### config.mk
export PLATFORM = sky130hd
export DESIGN_NAME = multicycle_control
export DESIGN_NICKNAME = d
export VERILOG_FILES = /design/src/rtl/multicycle_control.sv
export SDC_FILE = /design/constraint.sdc
export NUM_CORES = 1
export LEC_CHECK = 0
export ABC_AREA = 1
export CORE_MARGIN = 8
export CORE_UTILIZATION = 50
export CTS_CLUSTER_SIZE = 40
export DETAILED_ROUTE_END_ITERATION = 12
export GPL_TIMING_DRIVEN = 1
export PLACE_DENSITY_LB_ADDON = 0.25
export SKIP_LAST_GASP = 1
export SLEW_MARGIN = 10
export SYNTH_ARGS = -nofsm -noshare
export SYNTH_HDL_FRONTEND = slang
export SYNTH_SLANG_ARGS = --single-unit
### constraint.sdc
create_clock -name clk -period 4.44 [get_ports clk]
set_input_delay 0.666 -clock clk [delete_from_list [all_inputs] [get_ports clk]]
set_output_delay 0.666 -clock clk [all_outputs]
set_load 0.02 [all_outputs]
### src/rtl/multicycle_control.sv
// multicycle_control: sequences each MIPS instruction through fetch, decode,
// execute, memory and write-back steps over a single shared memory port.
// Control outputs are decoded from the current state. The FETCH strobes and
// the MEM exit also follow mem_ready in the same cycle.
module multicycle_control #(
  parameter int OPW     = 6,
  parameter int FUNCTW  = 6,
  parameter int ALUCTLW = 4,
  parameter int CNTW    = 32
) (
  input  logic               clk,
  input  logic               rst,
  input  logic [OPW-1:0]     opcode,
  input  logic [FUNCTW-1:0]  funct,
  input  logic               mem_ready,
  output logic               mem_req,
  output logic               mem_we,
  output logic               iord,
  output logic               ir_write,
  output logic               pc_write,
  output logic               pc_write_eq,
  output logic               pc_write_ne,
  output logic [1:0]         pc_src,
  output logic               alusrc_a,
  output logic [1:0]         alusrc_b,
  output logic [ALUCTLW-1:0] aluctl,
  output logic               regdst,
  output logic               regwrite,
  output logic               memtoreg,
  output logic               illegal_op,
  output logic [CNTW-1:0]    instret,
  output logic [3:0]         state
);

  localparam logic [5:0] OP_LW    = 6'b000011;
  localparam logic [5:0] OP_SW    = 6'b001011;
  localparam logic [5:0] OP_ADDI  = 6'b001000;
  localparam logic [5:0] OP_SUBI  = 6'b011000;
  localparam logic [5:0] OP_RTYPE = 6'b100010;
  localparam logic [5:0] OP_BEQ   = 6'b110100;
  localparam logic [5:0] OP_BNE   = 6'b110101;
  localparam logic [5:0] OP_J     = 6'b000010;

  localparam logic [3:0] S_FETCH  = 4'd0;
  localparam logic [3:0] S_DECODE = 4'd1;
  localparam logic [3:0] S_ADDR   = 4'd2;
  localparam logic [3:0] S_MEM    = 4'd3;
  localparam logic [3:0] S_MEMWB  = 4'd4;
  localparam logic [3:0] S_EXEC_I = 4'd5;
  localparam logic [3:0] S_WB_I   = 4'd6;
  localparam logic [3:0] S_EXEC_R = 4'd7;
  localparam logic [3:0] S_WB_R   = 4'd8;
  localparam logic [3:0] S_BRANCH = 4'd9;
  localparam logic [3:0] S_JUMP   = 4'd10;

  localparam logic [ALUCTLW-1:0] ALU_ADD = ALUCTLW'(2);
  localparam logic [ALUCTLW-1:0] ALU_SUB = ALUCTLW'(6);

  logic [3:0]      state_q, state_d;
  logic [CNTW-1:0] instret_q, instret_d;
  logic            retire;

  logic [5:0] op_lo;
  logic       op_hi_zero;
  logic       is_lw, is_sw, is_addi, is_subi, is_rtype, is_beq, is_bne, is_j;
  logic       is_legal;
  logic       unused_funct;

  // An opcode only matches when every bit above the low six is clear.
  assign op_lo      = opcode[5:0];
  assign op_hi_zero = ((opcode >> 6) == '0);
  assign is_lw      = op_hi_zero && (op_lo == OP_LW);
  assign is_sw      = op_hi_zero && (op_lo == OP_SW);
  assign is_addi    = op_hi_zero && (op_lo == OP_ADDI);
  assign is_subi    = op_hi_zero && (op_lo == OP_SUBI);
  assign is_rtype   = op_hi_zero && (op_lo == OP_RTYPE);
  assign is_beq     = op_hi_zero && (op_lo == OP_BEQ);
  assign is_bne     = op_hi_zero && (op_lo == OP_BNE);
  assign is_j       = op_hi_zero && (op_lo == OP_J);
  assign is_legal   = is_lw | is_sw | is_addi | is_subi | is_rtype |
                      is_beq | is_bne | is_j;

  // The upper funct bits never reach the ALU control.
  assign unused_funct = ^funct;

  assign instret = instret_q;
  assign state   = state_q;

  // Next-state selection and detection of the edge that retires an instruction.
  always_comb begin
    state_d = state_q;
    retire  = 1'b0;
    case (state_q)
      S_FETCH: begin
        if (mem_ready) state_d = S_DECODE;
      end
      S_DECODE: begin
        if (is_lw || is_sw)          state_d = S_ADDR;
        else if (is_addi || is_subi) state_d = S_EXEC_I;
        else if (is_rtype)           state_d = S_EXEC_R;
        else if (is_beq || is_bne)   state_d = S_BRANCH;
        else if (is_j)               state_d = S_JUMP;
        else                         state_d = S_FETCH;
      end
      S_ADDR:   state_d = S_MEM;
      S_MEM: begin
        if (mem_ready) begin
          if (is_sw) begin
            state_d = S_FETCH;
            retire  = 1'b1;
          end else begin
            state_d = S_MEMWB;
          end
        end
      end
      S_EXEC_I: state_d = S_WB_I;
      S_EXEC_R: state_d = S_WB_R;
      S_MEMWB, S_WB_I, S_WB_R, S_BRANCH, S_JUMP: begin
        state_d = S_FETCH;
        retire  = 1'b1;
      end
      default:  state_d = S_FETCH;
    endcase
    instret_d = instret_q + CNTW'(retire);
  end

  // State and retire counter; reset wins over a retire in the same cycle.
  always_ff @(posedge clk) begin
    if (rst) begin
      state_q   <= S_FETCH;
      instret_q <= '0;
    end else begin
      state_q   <= state_d;
      instret_q <= instret_d;
    end
  end

  // Control outputs per state, all held low while reset is asserted.
  always_comb begin
    mem_req     = 1'b0;
    mem_we      = 1'b0;
    iord        = 1'b0;
    ir_write    = 1'b0;
    pc_write    = 1'b0;
    pc_write_eq = 1'b0;
    pc_write_ne = 1'b0;
    pc_src      = 2'd0;
    alusrc_a    = 1'b0;
    alusrc_b    = 2'd0;
    aluctl      = '0;
    regdst      = 1'b0;
    regwrite    = 1'b0;
    memtoreg    = 1'b0;
    illegal_op  = 1'b0;
    if (!rst) begin
      case (state_q)
        S_FETCH: begin
          mem_req  = 1'b1;
          alusrc_b = 2'd1;
          aluctl   = ALU_ADD;
          ir_write = mem_ready;
          pc_write = mem_ready;
        end
        S_DECODE: begin
          alusrc_b   = 2'd3;
          aluctl     = ALU_ADD;
          illegal_op = ~is_legal;
        end
        S_ADDR: begin
          alusrc_a = 1'b1;
          alusrc_b = 2'd2;
          aluctl   = ALU_ADD;
        end
        S_MEM: begin
          mem_req = 1'b1;
          iord    = 1'b1;
          mem_we  = is_sw;
        end
        S_MEMWB: begin
          regwrite = 1'b1;
          memtoreg = 1'b1;
        end
        S_EXEC_I: begin
          alusrc_a = 1'b1;
          alusrc_b = 2'd2;
          aluctl   = is_subi ? ALU_SUB : ALU_ADD;
        end
        S_WB_I: begin
          regwrite = 1'b1;
        end
        S_EXEC_R: begin
          alusrc_a = 1'b1;
          aluctl   = funct[ALUCTLW-1:0];
        end
        S_WB_R: begin
          regwrite = 1'b1;
          regdst   = 1'b1;
        end
        S_BRANCH: begin
          alusrc_a    = 1'b1;
          aluctl      = ALU_SUB;
          pc_src      = 2'd1;
          pc_write_eq = is_beq;
          pc_write_ne = is_bne;
        end
        S_JUMP: begin
          pc_write = 1'b1;
          pc_src   = 2'd2;
        end
        default: ;
      endcase
    end
  end

endmodule

======== Yosys cells after proc, flatten, opt, wreduce, memory -nomap -nowiden ========
Cells that the tools add are included.
word-level totals
  logic and storage cells ................. 85
  bits of input ports ..................... 15
  output and inout port bits .............. 56
  bits in registers ....................... 36
operators by class
  eq/ne operators ......................... 20
  $add $sub $neg .......................... 1
  reductions and logical operators ........ 11
  multiplexer cells ....................... 43
  bitwise operators ....................... 8
operators with widths
  operator                                       count
  adder 32 x 1 -> 32 bit                         1
  two-way mux 4 bit                              8
  two-way mux 1 bit                              25
  case mux 4 bit (6 select lines)                1
  == test 6 bit, second input constant           3
  == test 4 x 3 -> 1 bit, second input constant  4
  case mux 4 bit (4 select lines)                1
  == test 4 bit, second input constant           3
  == test 6 x 2 -> 1 bit, second input constant  2
  == test 6 x 4 -> 1 bit, second input constant  2
  == test 4 x 2 -> 1 bit, second input constant  2
  OR 1 bit                                       7
  == test 6 x 5 -> 1 bit, second input constant  1
  two-way mux 3 bit                              2
  case mux 2 bit (3 select lines)                1
  OR reduction 3 bit                             2
  OR reduction 5 bit                             1
  == test 4 x 1 -> 1 bit, second input constant  1
  logical NOT 4 bit                              1
  two-way mux 2 bit                              2
  inequality test 2 bit, second input constant   2
  case mux 1 bit (2 select lines)                2
  case mux 2 bit (2 select lines)                1
  OR reduction 2 bit                             2
  4 further kinds                                6

======== Logic depth before layout (Yosys ltp) ========
Gate-level depths: netlist of run 1.
  word-level depth ........................ 11
  mapped depth ............................ 14

======== Worst setup path before layout of run 1 ========
Ideal clock, no wire load.
  path kind ............................... input -> register
  start ................................... input opcode[5]
  end ..................................... register instret_q[18], in the netlist instret[18]
  setup slack ............................. 1.911 ns
  cell stages on the path ................. 14
  data arrival time ....................... 2.414 ns
  setup time .............................. 0.115 ns
  path through ............................ nor2_1 > nand2_1 > nor2_1 > nand2_1 > o31ai_1 > ha_1 > ha_1 > nand2_2 > nor2_8 > nand3_4 > nor2_4 > nand3_1 > nand2_1 > nor2_1
between the ends
  word-level cells in the longest chain between the ends .. 5
RTL lines
  element                          line  text
  start: declaration               13    input logic [OPW-1:0] opcode,
  == test 6 x 4 -> 1 bit           73    assign is_sw = op_hi_zero && (op_lo == OP_SW);
  two-way mux 1 bit                108   if (is_sw) begin
  two-way mux 1 bit                107   if (mem_ready) begin
  case mux 1 bit (2 select lines)  93    case (state_q)
  adder 32 x 1 -> 32 bit           124   instret_d = instret_q + CNTW'(retire);
  end signal: assignment           134   instret_q <= instret_d;
  end: declaration                 60    logic [CNTW-1:0] instret_q, instret_d;
Every way passes these cells.
A chain may end at the register's enable or synchronous reset.

======== Worst setup path after layout of run 1 ========
  start ................................... input rst
  end ..................................... output illegal_op
between the ends
  word-level cells in the longest chain between the ends .. 1
RTL lines
  element             line  text
  start: declaration  12    input logic rst,
  two-way mux 1 bit   155   if (!rst) begin
  end: declaration    30    output logic illegal_op,
Every way passes these cells.

==> results of run 1 <==
## cell families after synthesis
| group | count (synthesis) | share of synthesized area [%] |
|---|---|---|
| AOI/OAI and AO/OA | 43 | 9.70 |
| xor gates and xnor gates | 3 | 1.08 |
| adders and majority gates | 2 | 1.03 |
| buffers and inverters | 53 | 8.30 |
| DFF | 36 | 29.7 |
| and+or+nand+nor | 256 | 50.2 |
## per-stage QoR
step / std cells / worst slack, ps / util [%]
finish: 519 / 1100 / 70.1
global route: 519 / 986 / 70.1
CTS: 519 / 1060 / 70.1
detailed placement: 511 / 943 / 67.4
global placement: 511 / 1010 / 67.4
floorplan: 393 / 1910 / -
## cell type report
class / instances / share of cell area [%]
sequential: 36 / 21.9
timing repair buffer: 69 / 20.9
inverter: 48 / 5.48
tap: 54 / 2.06
clock buffer: 7 / 2.93
clock inverter: 1 / 0.914
multi-input combinational: 304 / 45.8
## final timing paths
kind,startpoint,endpoint,slack [ps]
hold / removal,instret[31],instret[31],480
setup reg to reg,state[0],instret[18],1720
hold reg to reg,instret[31],instret[31],480
setup / recovery,rst,illegal_op,1100
## Yosys cell counts
| library cell | n |
|---|---|
| a21boi_1 | 1 |
| clkbuf_1 | 1 |
| buf_2 | 2 |
| nand3_4 | 1 |
| xor2_1 | 2 |
| inv_2 | 7 |
| nand2_4 | 2 |
| o211ai_1 | 1 |
| ha_1 | 2 |
| o21a_1 | 3 |
| a21oi_1 | 28 |
| inv_1 | 39 |
| nand2_2 | 14 |
| a31oi_1 | 1 |
| nor2_4 | 11 |
| and3_1 | 1 |
| nor2_2 | 14 |
| nor3_2 | 1 |
| nand3_1 | 27 |
| nor2_1 | 67 |
| dfxtp_1 | 36 |
| buf_1 | 2 |
| nor3_1 | 3 |
| nand2_1 | 110 |
| nor3b_1 | 2 |
| a21oi_2 | 1 |
| xnor2_1 | 1 |
| o31ai_1 | 1 |
| nand4_1 | 2 |
| nor2_8 | 1 |
| o21ai_0 | 7 |
| clkinv_1 | 2 |
## sequential cells by signal, summed over array words and instances (netlist names)
signal   cells
state        4
instret     32
## worst reg2reg max path, delay by kind of cell (launching register included)
family          cells  cell delay [ps]
flops               1              470
buf+inv             1              100
compound gates      1              390
fa+ha+maj           2              620
simple gates        9             1040
## routing by layer
metal / track usage, % / wire [um]
met5: 0 / 0
met3: 5.44 / 554
met1: 24.1 / 3140
met4: 6.69 / 108
met2: 34.1 / 3410
## power by group
part	total (uW)	internal, uW	switching, uW
clock network	327	198	128
registers	326	324	2.21
logic	64.3	27.8	36.6
==> out/results.ini, run 1 <==
[clock_network]
cts.sinks = 36
clock_latency_ps = 300
cts_htree_levels = 2
clk_pin_slew_ps = 70
cts_hold_buffers = 0
postCtsSetupBuffers = 0
cts_made_buffers = 5
post_cts_resized = 0
cts_tree = done
root_buffer = clkbuf_8
clockBufferDepth = 2

[detailed_routing]
wirelength_um = 7210
antenna_left = 0
dr.first_iter.drc_count = 144
routed_via_density = 5.24
vias = 2722
wire_per_inst_um = 13.9
drc = 0
first_pass_iters = 5

[layout]
nets = 481
final_cell_mix = nand2_1, clkdlybuf4s50_1, nor2_1, inv_1, dfxtp_1
drive_gt1_share_pct = 13.1
design_area_mm2 = 0.00329
nFillCells = 426
multi_input_area_mm2 = 0.00150
syn2layout_area_growth_pct = 35.5
diodes = 0
regArea_um2 = 721
layout_commonest_cell = nand2_1

[setup_path]
cp-start-kind = primary input
path_max_fanout = 11
critPathMostFrequentCell = clkdlybuf4s50_1
r2r_cells = 13
cp.depth = 7
cp_data_required_time_ps = 3770
cpLargestDelayFamily = buffers and inverters
slowest_stage = clkdlybuf4s50_1
cp_cell_sequence = clkdlybuf4s50_1 > inv_1 > nand2_1 > nor2_1 > nand3_1 > nor3_1 > clkdlybuf4s50_1
crit_path_end_kind = output port
worst-setup-path-type = in -> out
cp_data_arrival_time_ps = 2670
path_buf_inv = 3
slowest_delay_ps = 640

[sta]
hold_violations = 0
fmax_mhz = 299
hold_slack_ps = 482
rsz0062_at_grt = false
slew_headroom_pct = 71.0
setup_viol = 0
fin_worst_skew_ps = 8.38
tightest_slew_ps = 435
tns_ps = 0
final.min_clock_period_ps = 3340
drv_slew = 0
timing.final.crit_share_pct = 75.2

[floorplanning]
die-height_um = 85.7
core_area_mm2 = 0.00469
ios = 71
dieArea_mm2 = 0.00734
die_w_um = 85.7
rows = 25
start_util_pct = 51.7

[place]
dp_hpwl_um = 5620
gp_congestion = 0.909
dpl_cell_area_mm2 = 0.00316
port-buffer-count = 68

[power]
leakagePower_uw = 0.00114
peakVddDrop_mv = 0.192
total_power_uw = 717
power_density_mw_per_mm2 = 218

[global_route]
grt.total_usage_pct = 20.2
grt_pass1_vias = 2638
grt_pass1_wl_um = 12100
grt_overflow = 0
antenna_found_initial = 0
grt_max_degree = 40

[yosys]
synth_cells = 393
yosys.area.top_type_share_pct = 29.7
synth_area_leader_cell = dfxtp_1
syn_area_mm2 = 0.00243
ys_top_cells_by_area = dfxtp_1, nand2_1, nor2_1, inv_1, a21oi_1
ys_seq_area_share_pct = 29.7
synth_seq_cells = 36
synth_fp_nets = 410
yosysWarnings = 0
synth_cell_types = 32
synth_area_per_cell_um2 = 6.17

[worst_hold_path]
worstHoldPathType = reg -> reg
holdPathStages = 2

[flow_run]
drv_cap = 0

[outcome]
status = finished clean

No activity file was read; power rests on OpenSTA's default activity.
==> run 2, diff against run 1 <==
--- a/config.mk
+++ b/config.mk
@@ -7,7 +7,7 @@
 export LEC_CHECK = 0
 export ABC_AREA = 1
 export CORE_MARGIN = 8
-export CORE_UTILIZATION = 50
+export CORE_UTILIZATION = 43
 export CTS_CLUSTER_SIZE = 40
 export DETAILED_ROUTE_END_ITERATION = 12
 export GPL_TIMING_DRIVEN = 1
==> constraint.sdc (replaced) <==
create_clock -name clk -period 2.88 [get_ports clk]
set_input_delay 0.432 -clock clk [delete_from_list [all_inputs] [get_ports clk]]
set_output_delay 0.432 -clock clk [all_outputs]
set_load 0.02 [all_outputs]
==> run 2 against run 1 <==
Global-route usage down 2.2 points. Non-clock buffer count is 8 higher. Critical path depth did not move. Largest power group is now registers. Highest routed layer unchanged.
==> out/results.ini, run 2 (synthesized netlist as in run 1, its figures left out) <==
[setup_path]
cp-start-kind = primary input
worst-setup-path-type = in -> out
crit_start = opcode[4]
slowest_delay_ps = 610  ; -30 ps
rr_startpoint = state[0]
cp_data_required_time_ps = 2450  ; -1320 ps
r2r_cells = 13  ; unchanged
rr_endpoint = instret[18]
crit_path_end_kind = output port
crit_end = pc_write_ne
r2r_setup_slack_ps = 410  ; -1310 ps
cp_data_arrival_time_ps = 2230  ; -440 ps
cp_cell_sequence = clkdlybuf4s50_1 > buf_4 > nand2_1 > nor3_1 > inv_1 > nor2_1 > clkdlybuf4s50_1
critPathMostFrequentCell = clkdlybuf4s50_1
path_max_fanout = 3  ; -8
slowest_stage = clkdlybuf4s50_1

[clock_network]
clk_pin_slew_ps = 70  ; about the same
cts_htree_levels = 2  ; unchanged
clockBufferDepth = 2  ; unchanged
cts.sinks = 36  ; unchanged
clock_latency_ps = 290  ; about the same
cts_made_buffers = 5  ; unchanged
root_buffer = clkbuf_8
postCtsSetupBuffers = 0  ; unchanged
cts_tree = done

[sta]
setup_viol = 0  ; unchanged
hold_violations = 0  ; unchanged
rsz0062_at_grt = false
fin_worst_skew_ps = 4.78  ; -3.60 ps
fmax_mhz = 376
timing.final.crit_share_pct = 92.5
tightest_slew_ps = 342  ; -93.7 ps
tns_ps = 0  ; unchanged
final.min_clock_period_ps = 2660
drv_slew = 0  ; unchanged
slew_headroom_pct = 77.1  ; +6.1 points

[detailed_routing]
wirelength_um = 7360  ; +2.0%
vias = 2715  ; -0.26%
drc = 0  ; unchanged
antenna_left = 0  ; unchanged
first_pass_iters = 4  ; -1
dr.first_iter.drc_count = 172  ; +19%
routed_via_density = 4.98  ; -5.0%
wire_per_inst_um = 13.5  ; -2.9%

[floorplanning]
die-height_um = 91.1  ; +6.4%
dieArea_mm2 = 0.00830  ; +13%
die_w_um = 91.1  ; +6.4%
ios = 71  ; unchanged
core_area_mm2 = 0.00547  ; +17%
start_util_pct = 44.3  ; -7.4 points
rows = 27  ; +8.0%

[global_route]
grt_overflow = 0  ; unchanged
grt_pass1_vias = 2682  ; +1.7%
grt_max_degree = 22  ; -45%
antenna_found_initial = 0  ; unchanged
grt.total_usage_pct = 18.0  ; -2.2 points
grt_pass1_wl_um = 12400  ; +2.3%

[layout]
layout_commonest_cell = nand2_1
syn2layout_area_growth_pct = 38.2
diodes = 0  ; unchanged
nets = 489  ; +1.7%
largest_reg_flops = 32  ; unchanged
final_cell_mix = nand2_1, nor2_1, clkdlybuf4s50_1, inv_1, dfxtp_1
drive_gt1_share_pct = 14.4  ; +1.3 points
utilization_pct = 61.3  ; -8.8 points
nFillCells = 573  ; +35%

[worst_hold_path]
worstHoldPathType = reg -> reg

[place]
port-buffer-count = 68  ; unchanged
gp_congestion = 0.902  ; -0.79%
dp_hpwl_um = 5890  ; +4.7%

[power]
peakVddDrop_mv = 0.228  ; +19%
total_power_uw = 1060  ; +47%
leakagePower_uw = 0.00119  ; +4.2%
power_density_mw_per_mm2 = 315  ; +44%

[flow_run]
drv_cap = 0  ; unchanged

[outcome]
status = finished clean

run 2: changes by cell type in the layout (fill, tap and decap cells not counted), sizes merged:
cell,change
clkdlybuf4s50,-1
dlymetal6s2s,+1
clkinv,+1
clkbuf,-1
buf,+8
run 2: how the worst min path moves through the flow:
stage | from | end | slack, ps | cells past startpoint
2_1_floorplan | instret[31] | instret[31] | 550 | 2
3_3_place_gp | instret[31] | instret[31] | 460 | 2
3_5_place_dp | instret[31] | instret[31] | 470 | 2
4_1_cts | instret[31] | instret[31] | 490 | 2
5_1_grt | instret[31] | instret[31] | 530 | 2
6_report | instret[31] | instret[31] | 490 | 2
run 2: layout make-up:
type,count,area [um^2],area share [%]
Multi-Input combinational cell,304,1500,44.9
Sequential cell,36,721,21.5
Clock inverter,2,35.0,1.04
Clock buffer,6,72.6,2.16
Tap cell,72,90.1,2.69
Inverter,48,180,5.37
Timing Repair Buffer,77,751,22.4
run 2: report_power, final:
group / switching, uW / internal (uW) / leakage [uW]
Combinational: 57.9 / 48.2 / 0.000847
Sequential: 3.50 / 499 / 0.000290
Clock: 191 / 257 / 0.0000552
Total: 252 / 804 / 0.00119
run 2: critical path: cells and delay by family:
| family | cells | cell delay, ps |
|---|---|---|
| buffers and inverters | 4 | 1300 |
| and+or+nand+nor | 3 | 490 |
run 2: repair_timing:
| action | CTS | global route |
|---|---|---|
| setup endpoints to repair | 0 | 1 |
| gates resized for setup | 0 | 1 |
| hold buffers | 0 | 0 |
run 2: stage by stage:
stage	hold WS (ps)	cell area, um^2	instances	worst slack (ps)
2_1_floorplan	547	2430	393	530
3_3_place_gp	464	3240	537	32.7
3_5_place_dp	474	3240	537	-23.0
4_1_cts	488	3350	545	126
5_1_grt	531	3350	545	12.6
6_report	487	3350	545	217
run 2: per-layer routing:
| metal | wire [um] | track usage (%) | share of wire, % | up-vias |
|---|---|---|---|---|
| met5 | 0 | 0 | 0 | - |
| met4 | 58 | 4.91 | 0.79 | 0 |
| met3 | 600 | 5.27 | 8.2 | 5 |
| met2 | 3390 | 29.7 | 46 | 85 |
| met1 | 3310 | 22.2 | 45 | 1237 |
| li1 | - | - | - | 1388 |
==> run 3, diff against run 2 <==
--- a/config.mk
+++ b/config.mk
@@ -6,6 +6,7 @@
 export NUM_CORES = 1
 export LEC_CHECK = 0
 export ABC_AREA = 1
+export CAP_MARGIN = 20
 export CORE_MARGIN = 8
 export CORE_UTILIZATION = 43
 export CTS_CLUSTER_SIZE = 40
==> results of run 3 <==
Final layout, timing and power as in run 2 (identical DEF).
